==> src/rtl/digital_lock_pkg.sv <==
// Shared keypad constants, FSM state encodings and one-hot helper for the lock front end.
package digital_lock_pkg;

    localparam int KEY_WIDTH = 4;

    localparam logic [1:0] ST_IDLE     = 2'd0;
    localparam logic [1:0] ST_PRESS_DB = 2'd1;
    localparam logic [1:0] ST_PRESSED  = 2'd2;
    localparam logic [1:0] ST_REL_DB   = 2'd3;

    typedef enum logic [1:0] {
        IDLE     = ST_IDLE,
        PRESS_DB = ST_PRESS_DB,
        PRESSED  = ST_PRESSED,
        REL_DB   = ST_REL_DB
    } state_t;

    function automatic logic is_onehot4(input logic [KEY_WIDTH-1:0] v);
        return $onehot(v);
    endfunction

endpackage

==> src/rtl/key_synchroniser.sv <==
// Two-flop synchroniser for the keypad lines; 2-cycle latency, clears to released (0) on reset.
module key_synchroniser
    import digital_lock_pkg::*;
(
    input  logic                 clock,
    input  logic                 reset,
    input  logic [KEY_WIDTH-1:0] din,
    output logic [KEY_WIDTH-1:0] dout
);

    logic [KEY_WIDTH-1:0] meta;

    always_ff @(posedge clock) begin
        if (reset) begin
            meta <= '0;
            dout <= '0;
        end else begin
            meta <= din;
            dout <= meta;
        end
    end

endmodule

==> src/rtl/keypad_debouncer.sv <==
// Debounces 4 active-low buttons into one single-cycle one-hot pulse per press (D+3 cycles after a clean edge).
// KEYPAD_MULTIKEY_ERR_EN adds multi_err: multi-key presses in IDLE are flagged and must be fully released.
module keypad_debouncer
    import digital_lock_pkg::*;
#(
    parameter int CLOCK_FREQ  = 50000000,
    parameter int DEBOUNCE_US = 10000
) (
    input  logic                 clock,
    input  logic                 reset,
    input  logic [KEY_WIDTH-1:0] key_raw,
    output logic [KEY_WIDTH-1:0] key,
`ifdef KEYPAD_MULTIKEY_ERR_EN
    output logic                 multi_err,
`endif
    output logic                 key_held
);

    localparam int DEBOUNCE_CYCLES = CLOCK_FREQ / 1000000 * DEBOUNCE_US;
    localparam int CNT_W           = $clog2(DEBOUNCE_CYCLES + 1);
    localparam logic [CNT_W-1:0] CNT_D   = CNT_W'(DEBOUNCE_CYCLES);
    localparam logic [CNT_W-1:0] CNT_ONE = CNT_W'(1);

    logic [KEY_WIDTH-1:0] key_s;
    logic [KEY_WIDTH-1:0] code, code_nxt;
    logic [KEY_WIDTH-1:0] key_nxt;
    logic [CNT_W-1:0]     count, count_nxt;
    state_t               state, state_nxt;
`ifdef KEYPAD_MULTIKEY_ERR_EN
    logic                 err_nxt;
`endif

    key_synchroniser u_sync (
        .clock (clock),
        .reset (reset),
        .din   (~key_raw),
        .dout  (key_s)
    );

    always_ff @(posedge clock) begin
        if (reset) begin
            state <= IDLE;
            count <= '0;
            code  <= '0;
            key   <= '0;
`ifdef KEYPAD_MULTIKEY_ERR_EN
            multi_err <= 1'b0;
`endif
        end else begin
            state <= state_nxt;
            count <= count_nxt;
            code  <= code_nxt;
            key   <= key_nxt;
`ifdef KEYPAD_MULTIKEY_ERR_EN
            multi_err <= err_nxt;
`endif
        end
    end

    // Counter only advances below D, so it saturates without an explicit clamp.
    always_comb begin
        state_nxt = state;
        count_nxt = count;
        code_nxt  = code;
        key_nxt   = '0;
`ifdef KEYPAD_MULTIKEY_ERR_EN
        err_nxt   = 1'b0;
`endif
        case (state)
            IDLE: begin
                if (is_onehot4(key_s)) begin
                    code_nxt  = key_s;
                    count_nxt = CNT_ONE;
                    state_nxt = PRESS_DB;
                end
`ifdef KEYPAD_MULTIKEY_ERR_EN
                else if (key_s != '0) begin
                    err_nxt   = 1'b1;
                    state_nxt = PRESSED;
                end
`endif
            end
            PRESS_DB: begin
                if (key_s != code) begin
                    state_nxt = IDLE;
                end else if (count == CNT_D) begin
                    key_nxt   = code;
                    state_nxt = PRESSED;
                end else begin
                    count_nxt = count + CNT_ONE;
                end
            end
            PRESSED: begin
                if (key_s == '0) begin
                    count_nxt = CNT_ONE;
                    state_nxt = REL_DB;
                end
            end
            REL_DB: begin
                if (key_s != '0) begin
                    state_nxt = PRESSED;
                end else if (count == CNT_D) begin
                    state_nxt = IDLE;
                end else begin
                    count_nxt = count + CNT_ONE;
                end
            end
            default: state_nxt = IDLE;
        endcase
    end

    assign key_held = (state == PRESSED) || (state == REL_DB);

endmodule

==> config.mk <==
export PLATFORM = sky130hd
export DESIGN_NAME = keypad_debouncer
export DESIGN_NICKNAME = d
export VERILOG_FILES = /design/src/rtl/digital_lock_pkg.sv /design/src/rtl/key_synchroniser.sv /design/src/rtl/keypad_debouncer.sv
export SDC_FILE = /design/constraint.sdc
export NUM_CORES = 1
export LEC_CHECK = 0
export BUFFER_PORTS_ARGS = -buffer_cell sky130_fd_sc_hd__buf_2
export CORE_ASPECT_RATIO = 1.4
export CORE_MARGIN = 5
export CORE_UTILIZATION = 35
export CTS_CLUSTER_DIAMETER = 80
export CTS_CLUSTER_SIZE = 12
export DETAILED_ROUTE_END_ITERATION = 16
export GPL_TIMING_DRIVEN = 0
export PLACE_DENSITY = 0.63
export SLEW_MARGIN = 20
export SYNTH_ARGS = -nofsm -noshare
export SYNTH_HDL_FRONTEND = slang
export SYNTH_SLANG_ARGS = --single-unit
==> constraint.sdc <==
create_clock -name clock -period 3.35 [get_ports clock]
set_input_delay 0.1675 -clock clock [delete_from_list [all_inputs] [get_ports clock]]
set_output_delay 0.1675 -clock clock [all_outputs]
set_load 0.005 [all_outputs]
-- Word-level counts from Yosys, hierarchy flattened
Index checks and enable logic that the tools add are counted.
- output and inout port bits: 5
- bits of input ports: 6
- word-level logic and storage cells: 46
- register bits after elaboration: 37
- add/sub/neg operators: 4
- mux-type cells: 13
- equality and inequality tests: 12
- reductions and logical operators: 8
- bitwise operators: 3
- operator list (kind ; number):
    $mux 19 ; 5
    $pmux 19 s4 ; 1
    $add 19x1->19 const B ; 1
    $eq 19x19->1 const B ; 1
    $mux 2 ; 6
    $ne 2x2->1 const B ; 4
    $pmux 2 s4 ; 1
    $reduce_and 4->1 ; 2
    $ne 3x3->1 const B ; 2
    $add 1x1->2 ; 2
    $eq 2x2->1 const B ; 2
    $logic_not 4->1 ; 1
    $ne 4x4->1 ; 1
    $not 4->4 ; 1
    $reduce_bool 4->1 ; 1
    $reduce_or 4->1 ; 1
    $add 2x2->3 ; 1
    $eq 3x1->1 const B ; 1
    $eq 2x1->1 const B ; 1
    $logic_not 2->1 ; 1
    $not 1->1 ; 2
    $reduce_and 2->1 ; 1
    $logic_or 1x1->1 ; 1

-- Longest topological paths before layout
- depth after elaboration: 5
- mapped depth: 12
- mapped depth without buffers: 10

-- Cells and area by module
From an unflattened synthesis, not the netlist that was laid out.
- cells, all modules: 233
- area, all modules: 2060.7 µm²
- modules (own cells, without submodules) (module ; cells an instance ; area each (µm²) ; instances ; sequential area each (µm²)):
    keypad_debouncer ; 217 ; 1850.5 ; 1 ; 580.6
    key_synchroniser ; 16 ; 210.2 ; 1 ; 160.2

-- Worst setup path after synthesis
No wires, ideal clock.
- path type: register to register
- start: register u_sync.dout[0]
- end: register count[12]
- cell stages (with the launch flop): 13
- slack: 275 ps
- data arrival time: 2991 ps
- period minus slack after synthesis: 3075 ps
- required time: 3266 ps
- library setup time: 84 ps
- buffers on the path: 2
- path through: dfxtp_1 inv_1 fa_1 inv_1 ha_1 ha_1 or4b_1 buf_2 o21ai_2 o21ba_4 or3_1 buf_6 o31ai_2
- word-level cells in the longest chain between the ends: 5
- elaborated cells between the ends (all ways): 11
- those cells by class: add/sub: 2; eq/ne: 6; reduce/logical: 3
- ends and longest elaborated chain (element ; RTL line ; text):
    from (decl) ; key_synchroniser.sv:8 ; output logic [KEY_WIDTH-1:0] dout
    from (signal assigned) ; key_synchroniser.sv:19 ; dout <= meta;
    $add 1x1->2 (not written as such) ; digital_lock_pkg.sv:19 ; return $onehot(v);
    $add 2x2->3 (not written as such) ; digital_lock_pkg.sv:19 ;
    $eq 3x1->1 ; digital_lock_pkg.sv:19 ;
    $ne 2x2->1 (no source line) ; n/a ;
    $reduce_and 4->1 (no source line) * ; n/a ;
    to (signal assigned) ; keypad_debouncer.sv:51 ; count <= count_nxt;
    to (decl) ; keypad_debouncer.sv:27 ; logic [CNT_W-1:0] count, count_nxt;
Every way passes the cells marked *; elsewhere a longest branch is shown, timed or not.
A chain may end at the register's enable or synchronous reset.

-- Final worst setup path
Same ends and word-level chain as after synthesis.

==> flow_summary.ini <==
[sta]
setup_viol = 0
period_share = 0.9517
fmax_mhz = 313.7
holdWs_ns = 0.01627
tightest_slew_ns = 0.6999
slew_violations = 0
period_minus_slack_ns = 3.188
maxSlewHeadroom = 0.5273
fin_ws_ns = 0.1618
hold_viol_final = 0
clock_skew_ns = 0.006460

[finish]
diodes = 0
synthToLayoutAreaGrowth_pct = 12.93
layout-drive-gt1-share = 0.1564
nets = 254

[global_routing]
grt_max_degree = 13
grt_pass1_wl_um = 7555
antenna_found_initial = 0
grt_pass1_vias = 1649
grt_usage = 0.1339
overflow = 0

[cts]
htreeDepth = 2
cts_hold_buf = 0
path_clk_slew_ns = 0.08
clock_sinks = 37
cts-buffers-inserted = 5
clock_latency_ns = 0.29
clock_path_buffers = 2
tritoncts = built
cts-root-buf = clkbuf_8

[floorplanning]
std_cell_rows = 32
die_width_um = 72.53
io_pins = 11
die_area_um2 = 7074
core_um2 = 5405
initial_core_util = 0.3544
die_h_um = 97.54

[synth]
synth_edf_count = 0
yosysWarnings = 0
synth_seq_area_share = 0.3867
synthAdderAreaFrac = 0.04311
yosysUniqueCellTypes = 51
synth_mux_area_frac = 0.005879
synth_nets = 235
avgSynthCellArea_um2 = 8.590
synthSimpleGateAreaFrac = 0.2782
synth_compound_area_frac = 0.2155
synth_seq_cells = 37
yosys_most_used_dff = dfxtp_1
postSynthCellCount = 223
syn_area_um2 = 1916
synth_xor_area_frac = 0.01829
synth_top_family_by_area = simple AND/OR/NAND/NOR gates
synthArstFlopShare = 0

[setup_path]
end_kind = flop
r2r_slack_ns = 0.16
arrival_ns = 3.40
crit_path_max_fanout = 7
rr_endpoint = count[12]
r2r-start = u_sync.dout[0]
criticalPathCategory = reg2reg
startpoint_type = flop
reg2reg_depth = 12
required_ns = 3.56

[pwr]
worst_ir_drop_vdd_v = 0.0001380
p_leak_nw = 0.7792
powerDensity_nw_per_um2 = 420.1

[hold_path]
min_path_type = in2reg
holdPathEnd = u_sync.meta[3]
min_from = key_raw[3]
hold_path_depth = 2

[drt]
wl_per_cell_um = 14.49
dr_total_vias = 1682
drcViolationCount = 0
ant_nets = 0
wl_um = 4507
viasPerCell = 5.408
drt_pass1_iterations = 4
drtIter0Drc = 82

[placed_design]
port_buffers = 10
dp_hpwl_um = 3284
globalplace.congestion = 0.7936
pre_cts_ws_ns = 0.06093

[run_status]
status = finished, final reports clean

[run]
maxCapViolations = 0
-- timing repair --
action	4_1_cts	5_1_grt
gates resized for setup	0	6
buffers inserted	0	2
setup endpoints to repair	0	15
-- layer usage --
metal	wire (um)	vias to the layer above	track usage
met2	2395	19	0.2483
met1	1902	804	0.1452
met3	142	7	0.02692
li1	-	852	-
met4	66	0	0.04545
met5	0	-	0
-- cells in the mapped netlist, drive strengths merged (2+ instances only) --
cell / n / area, um2
dfxtp: 37 / 740.7
nand2: 18 / 67.56
nor2: 16 / 60.06
a21oi: 14 / 70.07
clkbuf: 9 / 33.78
inv: 9 / 33.78
nand3: 9 / 45.04
o21ai: 9 / 48.80
o31ai: 8 / 90.08
and2: 6 / 37.54
nor2b: 6 / 37.54
nor3: 6 / 30.03
nor4: 6 / 43.79
o211ai: 6 / 45.04
buf: 5 / 28.78
ha: 5 / 62.56
a31oi: 4 / 25.02
and3: 4 / 25.02
nand4: 4 / 25.02
a211oi: 3 / 22.52
nand2b: 3 / 18.77
nand4b: 3 / 26.28
or3: 3 / 18.77
xnor2: 3 / 26.28
a21o: 2 / 15.01
and4: 2 / 17.52
nor3b: 2 / 15.01
nor4b: 2 / 17.52
or4b: 2 / 20.02
-- sequential cells by signal (all words and copies together), names as in the netlist --
| name | flops |
|---|---|
| u_sync.dout | 4 |
| count | 19 |
| state | 2 |
| key | 4 |
| u_sync.meta | 4 |
| code | 4 |
-- final cells by class --
class / count / area [um2]
Buffer: 14 / 65.06
Clock buffer: 5 / 68.82
Clock inverter: 3 / 17.52
Fill cell: 556 / 3242
Inverter: 10 / 37.54
Multi-Input combinational cell: 162 / 1080
Sequential cell: 37 / 744.5
Tap cell: 68 / 85.08
Timing Repair Buffer: 12 / 65.06
-- through the flow --
step,setup TNS [ns],utilization,instance area [um2],cells,power [W]
after floorplan,0,-,1916,223,0.0005687
after global placement,0,0.3794,2051,301,0.0006048
after detailed placement,0,0.3794,2051,301,0.0006069
after CTS,0,0.3954,2137,309,0.0009175
after global routing,-0.0004661,0.4002,2163,311,0.0009509
final,0,0.4002,2163,311,0.0009089
-- worst max-delay path: stages (launching register included) --
cell,delay [ns]
dfxtp_2,0.33
inv_1,0.06
fa_1,0.53
inv_1,0.04
ha_1,0.17
ha_1,0.26
or4b_1,0.51
buf_4,0.18
o21ai_2,0.12
o21ba_4,0.19
or3_1,0.36
buf_6,0.15
o31ai_2,0.20
-- cells in the final DEF (no fill, tap or decap), drive strengths merged, types with 4 or more instances in the layout --
master / n
nor2b: 6
nor2: 16
and2: 6
a21oi: 14
o21ai: 9
nand4: 4
inv: 9
nor3: 6
ha: 5
nand2: 18
dfxtp: 37
a31oi: 4
nand3: 9
and3: 4
clkbuf: 14
o31ai: 8
buf: 17
nor4: 6
o211ai: 6
-- worst max path at each step --
stage / cells after the start / start / endpoint / slack, ns
global placement: 11 / u_sync.dout[0] / count[7] / 0.1
CTS: 12 / u_sync.dout[0] / count[12] / 0.03
detailed placement: 12 / u_sync.dout[0] / count[12] / 0.06
global route: 12 / u_sync.dout[0] / count[12] / -0.0005
finish: 12 / u_sync.dout[0] / count[12] / 0.16
floorplan: 12 / u_sync.dout[0] / count[12] / 0.28
-- logic make-up after synthesis --
kind of cell,after synthesis
flip-flops,37
XOR/XNOR,4
AND/OR/NAND/NOR,95
buffers and inverters,24
adder cells (fa/ha/maj),6
AO/OA/AOI/OAI,56
multiplexers,1
-- power breakdown --
group | switching [W] | internal [W] | total, W
clock network | 0.000164 | 0.000144 | 0.000307
logic | 0.0000936 | 0.0000499 | 0.000143
registers | 0.00000812 | 0.000450 | 0.000458
No activity file was read; power rests on OpenSTA's default activity.
